$ cat config.mk
export PLATFORM = sky130hd
export DESIGN_NAME = alarm_sched_flat
export DESIGN_NICKNAME = d
export VERILOG_FILES = /design/src/rtl/alarm_sched_if.sv /design/src/rtl/alarm_sched.sv /design/src/flat_wrapper.sv
export SDC_FILE = /design/constraint.sdc
export NUM_CORES = 1
export LEC_CHECK = 0
export ABC_AREA = 1
export CORE_AREA = 2 2 144 132
export CTS_BUF_LIST = sky130_fd_sc_hd__clkbuf_16
export CTS_CLUSTER_DIAMETER = 120
export CTS_CLUSTER_SIZE = 24
export DETAILED_ROUTE_END_ITERATION = 12
export DIE_AREA = 0 0 146 134
export MAX_ROUTING_LAYER = met4
export PLACE_DENSITY = 0.71
export SYNTH_ARGS = -nofsm -noshare
export SYNTH_HDL_FRONTEND = slang
export SYNTH_SLANG_ARGS = --single-unit
$ cat constraint.sdc
create_clock -name clk_i -period 6.15 [get_ports clk_i]
set_clock_uncertainty 0.2 [all_clocks]
set_input_delay 1.23 -clock clk_i [delete_from_list [all_inputs] [get_ports clk_i]]
set_output_delay 1.23 -clock clk_i [all_outputs]
set_load 0.02 [all_outputs]
$ cat src/rtl/alarm_sched_if.sv
// alarm_sched_if: bundles the slot-write, acknowledge and compare-unit signals of alarm_sched.
//   wr_en_i/wr_slot_i/wr_ts_i/wr_arm_i : slot programming (one write per cycle)
//   ack_i/ack_slot_i                   : clear one pending flag
//   match_i                            : registered equality result from the compare unit
//   cmp_ts_o                           : timestamp presented to the compare unit
//   armed_o/pend_o/irq_o               : per-slot status and interrupt
// The slave modport is the scheduler's view; master is the view of whatever drives it.
interface alarm_sched_if #(
    parameter int unsigned N_SLOTS = 4,
    parameter int unsigned TS_W    = 43
);
    localparam int unsigned SW = $clog2(N_SLOTS);

    logic               wr_en_i;
    logic [SW-1:0]      wr_slot_i;
    logic [TS_W-1:0]    wr_ts_i;
    logic               wr_arm_i;
    logic               ack_i;
    logic [SW-1:0]      ack_slot_i;
    logic               match_i;
    logic [TS_W-1:0]    cmp_ts_o;
    logic [N_SLOTS-1:0] armed_o;
    logic [N_SLOTS-1:0] pend_o;
    logic               irq_o;

    modport slave (
        input  wr_en_i, wr_slot_i, wr_ts_i, wr_arm_i, ack_i, ack_slot_i, match_i,
        output cmp_ts_o, armed_o, pend_o, irq_o
    );

    modport master (
        output wr_en_i, wr_slot_i, wr_ts_i, wr_arm_i, ack_i, ack_slot_i, match_i,
        input  cmp_ts_o, armed_o, pend_o, irq_o
    );
endinterface

$ cat src/rtl/alarm_sched.sv
// alarm_sched: round-robin alarm scheduler sharing one external timestamp comparator.
// Each slot stores a packed timestamp and an armed flag. The FSM walks the armed slots,
// presenting each timestamp for two cycles (LOAD, CHECK); the comparator's registered
// result is sampled at the end of CHECK and fires the slot once (pending set, armed cleared).
// Ports:
//   clk_i  : clock, rising edge
//   rstn_i : asynchronous active-low reset
//   bus    : alarm_sched_if slave modport (writes, acks, match in; cmp_ts, armed, pend, irq out)
module alarm_sched #(
    parameter int unsigned N_SLOTS = 4,
    parameter int unsigned TS_W    = 43
) (
    input logic         clk_i,
    input logic         rstn_i,
    alarm_sched_if.slave bus
);
    localparam int unsigned SW = $clog2(N_SLOTS);

    typedef enum logic [1:0] {StIdle, StLoad, StCheck} state_e;

    state_e             state_q, state_d;
    logic [SW-1:0]      slot_q, slot_d;
    logic               discard_q, discard_d;
    logic [TS_W-1:0]    ts_q [N_SLOTS];
    logic [N_SLOTS-1:0] armed_q, armed_d;
    logic [N_SLOTS-1:0] pend_q, pend_d;
    logic               irq_q;

    logic [TS_W-1:0]    cmp_ts;
    logic               wr_hit;
    logic               fire;
    logic [SW-1:0]      lowest;
    logic [SW-1:0]      rr_next;
    logic               rr_found;
    logic [SW-1:0]      cand;

    // A write to the slot under scan invalidates the comparator result for this pass.
    assign wr_hit = bus.wr_en_i && (bus.wr_slot_i == slot_q);
    assign fire   = (state_q == StCheck) && bus.match_i && armed_q[slot_q]
                    && !discard_q && !wr_hit;

    // Armed and pending next-state; the write (same slot) never coincides with fire.
    always_comb begin
        armed_d = armed_q;
        if (fire) armed_d[slot_q] = 1'b0;
        if (bus.wr_en_i) armed_d[bus.wr_slot_i] = bus.wr_arm_i;

        pend_d = pend_q;
        if (bus.ack_i) pend_d[bus.ack_slot_i] = 1'b0;
        if (fire) pend_d[slot_q] = 1'b1; // set wins over a simultaneous ack
    end

    // Lowest-index armed slot, used when leaving IDLE.
    always_comb begin
        lowest = '0;
        for (int i = int'(N_SLOTS) - 1; i >= 0; i--) begin
            if (armed_q[i]) lowest = SW'(i);
        end
    end

    // Round-robin successor from slot_q+1 upward, slot_q itself last. Descending offsets
    // so the nearest candidate is assigned last. Uses post-update flags so a slot that
    // just fired or was disarmed is not revisited.
    always_comb begin
        rr_next  = slot_q;
        rr_found = 1'b0;
        cand     = slot_q;
        for (int i = int'(N_SLOTS); i >= 1; i--) begin
            cand = slot_q + SW'(i);
            if (armed_d[cand]) begin
                rr_next  = cand;
                rr_found = 1'b1;
            end
        end
    end

    always_comb begin
        state_d   = state_q;
        slot_d    = slot_q;
        discard_d = discard_q;
        cmp_ts    = '1; // sec=63 never matches a real time
        case (state_q)
            StIdle: begin
                if (|armed_q) begin
                    state_d = StLoad;
                    slot_d  = lowest;
                end
            end
            StLoad: begin
                cmp_ts  = ts_q[slot_q];
                state_d = StCheck;
                if (wr_hit) discard_d = 1'b1;
            end
            StCheck: begin
                cmp_ts    = ts_q[slot_q];
                discard_d = 1'b0;
                if (rr_found) begin
                    state_d = StLoad;
                    slot_d  = rr_next;
                end else begin
                    state_d = StIdle;
                end
            end
            default: state_d = StIdle;
        endcase
    end

    always_ff @(posedge clk_i or negedge rstn_i) begin
        if (!rstn_i) begin
            state_q   <= StIdle;
            slot_q    <= '0;
            discard_q <= 1'b0;
            armed_q   <= '0;
            pend_q    <= '0;
            irq_q     <= 1'b0;
        end else begin
            state_q   <= state_d;
            slot_q    <= slot_d;
            discard_q <= discard_d;
            armed_q   <= armed_d;
            pend_q    <= pend_d;
            irq_q     <= |pend_q;
        end
    end

    always_ff @(posedge clk_i or negedge rstn_i) begin
        if (!rstn_i) begin
            for (int i = 0; i < int'(N_SLOTS); i++) ts_q[i] <= '1;
        end else if (bus.wr_en_i) begin
            ts_q[bus.wr_slot_i] <= bus.wr_ts_i;
        end
    end

    assign bus.cmp_ts_o = cmp_ts;
    assign bus.armed_o  = armed_q;
    assign bus.pend_o   = pend_q;
    assign bus.irq_o    = irq_q;
endmodule

$ cat src/flat_wrapper.sv
// flat-port wrapper written by rule: the top's interface ports become plain ports
module alarm_sched_flat 
#(
    parameter int unsigned N_SLOTS = 4,
    parameter int unsigned TS_W    = 43
)
  (clk_i, rstn_i, bus_wr_en_i, bus_wr_slot_i, bus_wr_ts_i, bus_wr_arm_i, bus_ack_i, bus_ack_slot_i, bus_match_i, bus_cmp_ts_o, bus_armed_o, bus_pend_o, bus_irq_o);
  alarm_sched_if #(.N_SLOTS(N_SLOTS), .TS_W(TS_W)) bus_i ();
  input logic clk_i;
  input logic rstn_i;
  input wire logic [$bits(bus_i.wr_en_i)-1:0] bus_wr_en_i;
  input wire logic [$bits(bus_i.wr_slot_i)-1:0] bus_wr_slot_i;
  input wire logic [$bits(bus_i.wr_ts_i)-1:0] bus_wr_ts_i;
  input wire logic [$bits(bus_i.wr_arm_i)-1:0] bus_wr_arm_i;
  input wire logic [$bits(bus_i.ack_i)-1:0] bus_ack_i;
  input wire logic [$bits(bus_i.ack_slot_i)-1:0] bus_ack_slot_i;
  input wire logic [$bits(bus_i.match_i)-1:0] bus_match_i;
  output wire logic [$bits(bus_i.cmp_ts_o)-1:0] bus_cmp_ts_o;
  output wire logic [$bits(bus_i.armed_o)-1:0] bus_armed_o;
  output wire logic [$bits(bus_i.pend_o)-1:0] bus_pend_o;
  output wire logic [$bits(bus_i.irq_o)-1:0] bus_irq_o;
  assign bus_i.wr_en_i = bus_wr_en_i;
  assign bus_i.wr_slot_i = bus_wr_slot_i;
  assign bus_i.wr_ts_i = bus_wr_ts_i;
  assign bus_i.wr_arm_i = bus_wr_arm_i;
  assign bus_i.ack_i = bus_ack_i;
  assign bus_i.ack_slot_i = bus_ack_slot_i;
  assign bus_i.match_i = bus_match_i;
  assign bus_cmp_ts_o = bus_i.cmp_ts_o;
  assign bus_armed_o = bus_i.armed_o;
  assign bus_pend_o = bus_i.pend_o;
  assign bus_irq_o = bus_i.irq_o;
  alarm_sched #(.N_SLOTS(N_SLOTS), .TS_W(TS_W)) u_core (.clk_i(clk_i), .rstn_i(rstn_i), .bus(bus_i));
endmodule
==> metrics.md, run 1 <==
| Metric | Value |
|---|---|
| Outcome | complete, no violations |
| Synth top area share | 51.2% |
| Via count | 7,176 |
| Worst-Skew Late Latency | 0.43 ns |
| Max rail drop VDD | 0.358 mV |
| DR vias/cell | 5.26 |
| HP Class | flop to flop |
| Vias in the first global route | 6,922 |
| Psw | 1.93 mW |
| Clock transition at path regs | 0.07 ns |
| Setup bufs post-CTS | 0 |
| Sequential fraction of the synthesis area | 55.1% |
| Crit path time final | 4.51 ns |
| CP Data Arrival Time | 3.08 ns |
| Syn Inst Count | 1,044 |
| First-pass GRT wire length | 34.8 mm |
| Power density cells | 473 nW/um2 |
| Root Buffer | clkbuf_16 |
| TritonCTS clock tree | yes |
| Max Root-Sink Buffers | 2 |
| Routed Antenna Nets | 0 |
| Unrepaired setup endpoints after global routing | false |
| Starting Density | 48.8% |
| CTS sink count | 186 |
| DR iter-0 viols | 585 |
| CORE AREA | 18,100 um2 |
| Mapped Nets | 1,106 |
| Tcrit/Tclk final | 73.3% |
| Global Route Usage Sum | 22.5% |
| Combinational fraction of design power | 43.7% |
| Synth async-reset ratio | 100% |
| Cell Rows | 47 |
| Most common cell in the synthesized netlist | o21ai_0 |
| Global route total overflow | 0 |
| Worst-path cell chain | inv_1 > ha_1 > buf_4 > o311ai_0 > clkdlybuf4s50_1 |
| Setup tns final | 0 ns |
| Final hold vios | 0 |
| Critical path's top delay family | buffers and inverters |
| Crit Path Category | flop to output pin |
| Die width | 146 um |
| Final Net Count | 1,168 |
| ANT cells | 0 |
| Slew Limit Headroom | 28.9% |
| Setup crit start kind | flop |
| Worst setup EP type | output pin |
| Synth Register Bits | 186 |
| Synth top area cells | dfstp_2 (51%), o21ai_0 (13%), nand2_1 (9.2%) |
| DRC violations left | 0 |
| RePlAce Congestion | 0.838 |
| Post-synth top area cell | dfstp_2 |
| DP HPWL | 12.1 mm |
| CP max stage delay | 0.85 ns |
| Largest net degree at the start of global routing | 187 |
| Area Growth Syn to Fin | 19.8% |
| Slowest cell on the critical path | ha_1 |
| Pleak | 4.50 nW |
| Total CTS buffers | 17 |
| Main synth FF type | dfstp_2 |
| Yosys warning count | 0 |
| Sequential Power Share | 33.8% |
| Initial antenna violation count | 0 |
| DR pass1 iterations | 5 |
| Slew Viols, Final | 0 |
| Internal | 3.08 mW |
| Synth cell types | 28 |
| WL final | 20.9 mm |
| Final total power | 5.00 mW |
| Number of synthesized flops with an enable pin | 0 |
| Die area | 19,600 um2 |
| Clock power share | 22.5% |
| Buf/Inv on CP | 3 |
| Switching Fraction | 38.5% |
| F_max | 222 MHz |
| Setup ws final | 1.64 ns |
| CP max FO | 23 |
| Worst slack, placed | 2.12 ns |
| Slew @ Worst Pin | 1.07 ns |
| Die Height | 134 um |
| Ratio of cells with drive above 1 in the final layout | 21.8% |
| # setup viols final | 0 |
| Worst path required time | 4.72 ns |
| IO Count | 105 |
| I/O Buffers | 104 |
| Synthesized area | 8830 um2 |
| Htree depth | 4 |
| Avg Cell Area, Syn | 8.46 um2 |
| Hold buffers post-CTS | 0 |
| Top post-synthesis cells by count | o21ai_0 (222), nand2_1 (216), nor2_1 (188), dfstp_2 (172), inv_1 (61) |
| CTS resizes | 0 |
| Total of max-cap violations | 0 |
| Wire per inst | 15.3 um |
metal layers:
metal | wire (um) | global-route usage [%] | part of all wire (%) | up-vias
met5 | 0 | - | 0 | -
met4 | 208 | 5.88 | 0.99 | 0
met3 | 896 | 4.05 | 4.3 | 16
met2 | 9820 | 35.0 | 47 | 168
met1 | 9990 | 30.8 | 48 | 3436
li1 | - | - | - | 3556
state kept, by name, indices dropped and copies added, names as in the netlist:
name and flops:
u_core.bus.armed_o 4, u_core.bus.irq_o 1, u_core.bus.pend_o 4, u_core.discard_q 1, u_core.slot_q 2, u_core.state_q 2, u_core.ts_q 172
through the flow:
stage | instances | utilization (%) | hold WS (ns) | cell area (um2)
2_1_floorplan | 1044 | - | 0.267 | 8830
3_3_place_gp | 1332 | 55.1 | 0.276 | 9980
3_5_place_dp | 1332 | 55.1 | 0.280 | 9980
4_1_cts | 1364 | 58.4 | 0.290 | 10600
5_1_grt | 1364 | 58.4 | 0.302 | 10600
6_report | 1364 | 58.4 | 0.289 | 10600
final timing paths:
check,start,to,slack [ns],cells past startpoint
max in group asynchronous,rstn_i,u_core.slot_q[0],4.17,2
setup reg to reg,u_core.slot_q[0],u_core.slot_q[0],3.16,17
setup / recovery,u_core.state_q[0],bus_cmp_ts_o[22],1.64,5
hold reg to reg,u_core.ts_q[138],u_core.ts_q[138],0.29,2
min in group asynchronous,rstn_i,u_core.discard_q,0.74,2
hold / removal,u_core.ts_q[138],u_core.ts_q[138],0.29,2
cell type report:
cell class	count	area, um2
Inverter	65	245
Sequential cell	186	4870
Timing Repair Buffer	114	1130
Tap cell	245	307
Clock inverter	15	174
Fill cell	1652	7530
Clock buffer	17	425
Multi-Input combinational cell	722	3420
power by group through the flow:
stage	Clock [mW]	Combinational (mW)	Sequential, mW
after floorplan	0	1.30	1.69
after global placement	0	2.17	1.70
after detailed placement	0	2.20	1.70
after CTS	1.14	2.21	1.69
after global routing	1.19	2.40	1.72
final	1.12	2.19	1.69
logic make-up (layout without fill, tap and decap cells):
kind of cell    Yosys count  in the layout  synth area share (%)
buf+inv                 136            211                  6.08
simple gates            442            442                  20.3
flops                   186            186                  55.1
fa+ha+maj                 9              9                  1.28
compound gates          271            271                  17.2
cells in the final DEF, fill, tap and decap left out, types with 2 or more instances in the layout:
cell / netlist / layout
o21ai_0: 222 / 222
nand2_1: 216 / 216
nor2_1: 188 / 188
dfstp_2: 172 / 172
clkdlybuf4s50_1: 0 / 103
inv_1: 61 / 58
o311ai_0: 43 / 43
clkbuf_16: 0 / 17
nand3_2: 12 / 12
dfrtp_1: 14 / 12
nand3_1: 11 / 11
ha_1: 9 / 9
buf_4: 2 / 9
nand2_2: 8 / 8
inv_2: 3 / 6
a21oi_1: 3 / 3
clkinv_2: 0 / 3
inv_6: 0 / 3
bufinv_16: 0 / 3
clkinvlp_4: 0 / 3
clkinv_1: 1 / 2
nor3_1: 2 / 2
clkinv_4: 0 / 2
dfrtp_2: 0 / 2
worst min-delay path, delay by kind of cell (launching register included):
| family | cells | cell delay, ns |
|---|---|---|
| compound gates | 1 | 0.06 |
| flops | 1 | 0.37 |
| simple gates | 1 | 0.05 |
Note: power is estimated with default switching activity, not from simulation.
==> inputs of run 2 (changes only) <==
Clock period 6.15 ns to 4.6 ns, I/O delays scaled along.
==> metrics.md, run 2 (synthesis results as in run 1) <==
| Metric | Value |
|---|---|
| Outcome | complete, no violations |
| Most frequent cells in the layout | o21ai_0 (222), nand2_1 (216), nor2_1 (188), dfstp_2 (172), clkdlybuf4s50_1 (103) |
| Global routing usage on met2 | 35.4% |
| M3 GR Usage | 4.35% |
| Largest net degree at the start of global routing | 87 |
| DR pass1 iterations | 5 |
| Slew @ Worst Pin | 1.07 ns |
| DR iter-0 viols | 545 |
| Fillers | 1,678 |
| Die Height | 134 um |
| Die width | 146 um |
| CORE AREA | 18,100 um2 |
| Initial antenna violation count | 0 |
| Wire per inst | 15.5 um |
| Worst slack, placed | 1.19 ns |
| DP HPWL | 12.9 mm |
| Hold buffers post-CTS | 0 |
| CP max FO | 17 |
| TritonCTS clock tree | yes |
| Starting Density | 48.8% |
| Max rail drop VDD | 0.363 mV |
| Setup ws final | 0.709 ns |
| Area Growth Syn to Fin | 19.9% |
| HP Class | input pin to async pin |
| I/O Buffers | 104 |
| IO Count | 105 |
| Final hold vios | 0 |
| ANT cells | 0 |
| CTS sink count | 186 |
| Setup tns final | 0 ns |
| Slew Limit Headroom | 28.7% |
| Routed Antenna Nets | 0 |
| Vias in the first global route | 6,923 |
| Power density cells | 623 nW/um2 |
| Pleak | 4.52 nW |
| Most common cell after layout, fill and taps aside | o21ai_0 |
| Ratio of cells with drive above 1 in the final layout | 21.9% |
| CP Data Arrival Time | 2.77 ns |
| DRC violations left | 0 |
| Setup bufs post-CTS | 0 |
| Clock transition at path regs | 0.06 ns |
| Worst-Skew Late Latency | 0.43 ns |
| Crit Path Category | flop to output pin |
| Most flops, register | u_core.ts_q |
| WL final | 21.2 mm |
| Global Route Usage Sum | 23.0% |
| Crit path time final | 3.89 ns |
| Cell Rows | 47 |
| Tcrit/Tclk final | 84.6% |
| First-pass GRT wire length | 35.2 mm |
| Reg2Reg Setup Slack | 2.00 ns |
| Slew Viols, Final | 0 |
| RePlAce Congestion | 0.814 |
| Met1 usage | 31.8% |
| DR vias/cell | 5.27 |
| Total of max-cap violations | 0 |
| Total CTS buffers | 17 |
| Via count | 7,205 |
| Root Buffer | clkbuf_16 |
| Final Net Count | 1,173 |
| Die area | 19,600 um2 |
| Worst setup EP type | output pin |
| CTS resizes | 0 |
| Global route total overflow | 0 |
| Max reg flops | 172 |
| Max Root-Sink Buffers | 2 |
| Unrepaired setup endpoints after global routing | false |
| # setup viols final | 0 |
| F_max | 257 MHz |
| Setup crit start kind | flop |
| Htree depth | 4 |
| GRT Max-Usage Layer | met2 |
| Worst path required time | 3.48 ns |
[run 2: cell types whose count changed in the layout (fill, tap and decap cells not counted), sizes merged]
| cell | delta |
|---|---|
| bufinv | -2 |
| clkinvlp | -1 |
| buf | +5 |
| inv | -1 |
| clkinv | +3 |
[run 2: area by class of cell]
type / count / area (um2) / area share (%)
clock inverters: 14 / 106 / 1.00
multi-input cells: 722 / 3420 / 32.4
clock buffers: 17 / 425 / 4.02
repair buffers: 119 / 1200 / 11.4
inverters: 65 / 245 / 2.32
flip-flops and latches: 186 / 4870 / 46.0
well taps: 245 / 307 / 2.90
[run 2: worst paths after layout]
path	endpoint	cells past startpoint	start
worst max-delay path	bus_cmp_ts_o[0]	5	u_core.state_q[0]
worst min-delay path	u_core.discard_q	1	rstn_i
worst max register to register	u_core.slot_q[0]	15	u_core.slot_q[0]
worst min register to register	u_core.ts_q[79]	2	u_core.ts_q[79]
max in group asynchronous	u_core.ts_q[88]	2	rstn_i
min in group clk_i	u_core.ts_q[79]	2	u_core.ts_q[79]
[run 2: critical path: stages, from the launching register on]
cell and delay (ns):
dfrtp_1 0.40, inv_1 0.09, ha_1 0.67, buf_4 0.36, o311ai_0 0.22, clkdlybuf4s50_1 0.59
[run 2: power by group]
group	switching [mW]	internal, mW
Combinational	1.78	1.20
Clock	0.624	0.734
Sequential	0.160	2.10
[run 2: metrics by stage]
| step | area [um2] | total power, mW | utilization, % | instances | hold WS, ns |
|---|---|---|---|---|---|
| floorplan | 8830 | 4.00 | - | 1044 | 0.267 |
| global placement | 10100 | 5.23 | 55.5 | 1337 | 0.275 |
| detailed placement | 10100 | 5.26 | 55.5 | 1337 | 0.274 |
| CTS | 10600 | 6.64 | 58.4 | 1368 | 0.290 |
| global route | 10600 | 6.98 | 58.4 | 1368 | 0.301 |
| finish | 10600 | 6.60 | 58.4 | 1368 | 0.286 |
[run 2: routing by layer]
metal	vias up	share of wire, %
li1	3564	-
met1	3467	48
met2	161	46
met3	13	4.3
met4	0	0.76
met5	-	0
==> inputs of run 3 (changes only) <==
Settings changed: PLACE_DENSITY 0.71 to 0.74.
Clock period 4.6 ns to 3.5 ns, I/O delays scaled along.
==> metrics.md, run 3 (synthesis results as in run 1) <==
| Metric | Value |
|---|---|
| Global Route Usage Sum | 23.3% |
| CTS sink count | 186 |
| RePlAce Congestion | 0.806 |
| I/O Buffers | 104 |
| Switching Fraction | 38.7% |
| # setup viols final | 0 |
| Crit. Startpoint | u_core.slot_q[0] |
| Die area | 19,600 um2 |
| ANT cells | 0 |
| Post-Place Cells | 1,345 |
| CP Data Arrival Time | 2.50 ns |
| Root Buffer | clkbuf_16 |
| Outcome | complete, no violations |
| Wire per inst | 15.2 um |
| Largest net degree at the start of global routing | 87 |
| Worst-Skew Late Latency | 0.43 ns |
| Worst r2r path cells | 15 |
| Pleak | 4.61 nW |
| Worst slack, placed | 0.396 ns |
| Worst setup EP type | output pin |
| Routed Antenna Nets | 0 |
| Total CTS buffers | 17 |
| Final Net Count | 1,181 |
| Final total power | 8.66 mW |
| DR pass1 iterations | 7 |
| Area Growth Syn to Fin | 21.0% |
| DR iter-0 viols | 573 |
| Total of max-cap violations | 0 |
| Crit Path Category | flop to output pin |
| Cell Rows | 47 |
| Crit path time final | 3.40 ns |
| Clock transition at path regs | 0.06 ns |
| Slew @ Worst Pin | 0.828 ns |
| Initial antenna violation count | 0 |
| Clock power share | 20.0% |
| Ratio of cells with drive above 1 in the final layout | 22.3% |
| Hold_ws | 0.0612 ns |
| Setup tns final | 0 ns |
| Combinational fraction of design power | 45.7% |
| Tcrit/Tclk final | 97.1% |
| Most frequent cells in the layout | o21ai_0 (222), nand2_1 (216), nor2_1 (188), dfstp_2 (172), clkdlybuf4s50_1 (93) |
| CORE AREA | 18,100 um2 |
| Vias in the first global route | 7,184 |
| IO Count | 105 |
| Setup crit start kind | flop |
| Unrepaired setup endpoints after global routing | false |
| DRC violations left | 0 |
| DR vias/cell | 5.27 |
| HP Class | input pin to async pin |
| Slew Limit Headroom | 44.8% |
| Reg2Reg Setup Slack | 0.87 ns |
| Power density cells | 811 nW/um2 |
| Slew Viols, Final | 0 |
| Die width | 146 um |
| DP HPWL | 12.9 mm |
| Starting Density | 48.8% |
| TritonCTS clock tree | yes |
| Sequential Power Share | 34.4% |
| Most common cell after layout, fill and taps aside | o21ai_0 |
| Setup ws final | 0.102 ns |
| Psw | 3.35 mW |
| Fin cells | 1,376 |
| Max rail drop VDD | 0.522 mV |
| Max Root-Sink Buffers | 2 |
| Final hold vios | 0 |
| Internal | 5.31 mW |
| Die Height | 134 um |
| Via count | 7,254 |
| Htree depth | 4 |
| Global route total overflow | 0 |
| Worst r2r src | u_core.slot_q[0] |
| Most flops, register | u_core.ts_q |
| CP max FO | 12 |
| Worst path required time | 2.60 ns |
| WL final | 20.9 mm |
| Max reg flops | 172 |
| Fillers | 1,633 |
| First-pass GRT wire length | 36.0 mm |
| F_max | 294 MHz |
==> run 3: changes by cell type in the layout (fill, tap and decap cells not counted), moves of 2 or more <==
cell / delta
buf_12: +2
buf_4: +4
buf_6: +2
clkdlybuf4s50_1: -10
dlygate4sd2_1: +2
dlymetal6s2s_1: +8
inv_6: -2
o311ai_0: -3
o311ai_1: +3
==> run 3: through the flow <==
| step | utilization, % | area (um2) |
|---|---|---|
| 2_1_floorplan | - | 8830 |
| 3_3_place_gp | 56.0 | 10100 |
| 3_5_place_dp | 56.0 | 10100 |
| 4_1_cts | 58.9 | 10700 |
| 5_1_grt | 59.0 | 10700 |
| 6_report | 59.0 | 10700 |
==> run 3: path summary, 6_finish.rpt <==
check,endpoint
max,bus_cmp_ts_o[24]
min,u_core.slot_q[1]
max reg2reg,u_core.slot_q[0]
min reg2reg,u_core.ts_q[59]
max in group asynchronous,u_core.ts_q[153]
min in group clk_i,u_core.ts_q[59]
==> run 3: final cells by class <==
type / instances / area (um2) / share of cell area (%)
Timing Repair Buffer: 127 / 1320 / 12.3
Sequential cell: 186 / 4870 / 45.6
Multi-Input combinational cell: 722 / 3420 / 32.1
Inverter: 65 / 245 / 2.30
Tap cell: 245 / 307 / 2.87
Clock buffer: 17 / 425 / 3.98
Clock inverter: 14 / 92.6 / 0.867
==> run 3: critical path: stages, from the launching register on <==
cell and delay (ns):
dfrtp_4 0.49, clkinv_2 0.19, buf_4 0.23, nor2_1 0.05
o311ai_0 0.41, clkdlybuf4s50_1 0.70
==> run 3: power by group through the flow <==
stage                     Sequential (mW)  Combinational (mW)  Clock (mW)
final                                2.98                3.96        1.73
after global routing                 3.03                4.35        1.85
after CTS                            2.97                3.99        1.76
after detailed placement             2.99                3.97           0
after global placement               2.99                3.92           0
after floorplan                      2.97                2.29           0
==> run 3: layer usage <==
metal	up-vias	global-route usage, %	part of all wire (%)
li1	3571	-	-
met1	3463	33.0	49
met2	202	35.4	45
met3	18	3.27	4.9
met4	0	6.63	1.3
met5	-	-	0
==> run 3: timing repair <==
action,4_1_cts,5_1_grt
setup buffers,0,0
hold buffers,0,0
setup endpoints to repair,4,9
resized for setup,5,10
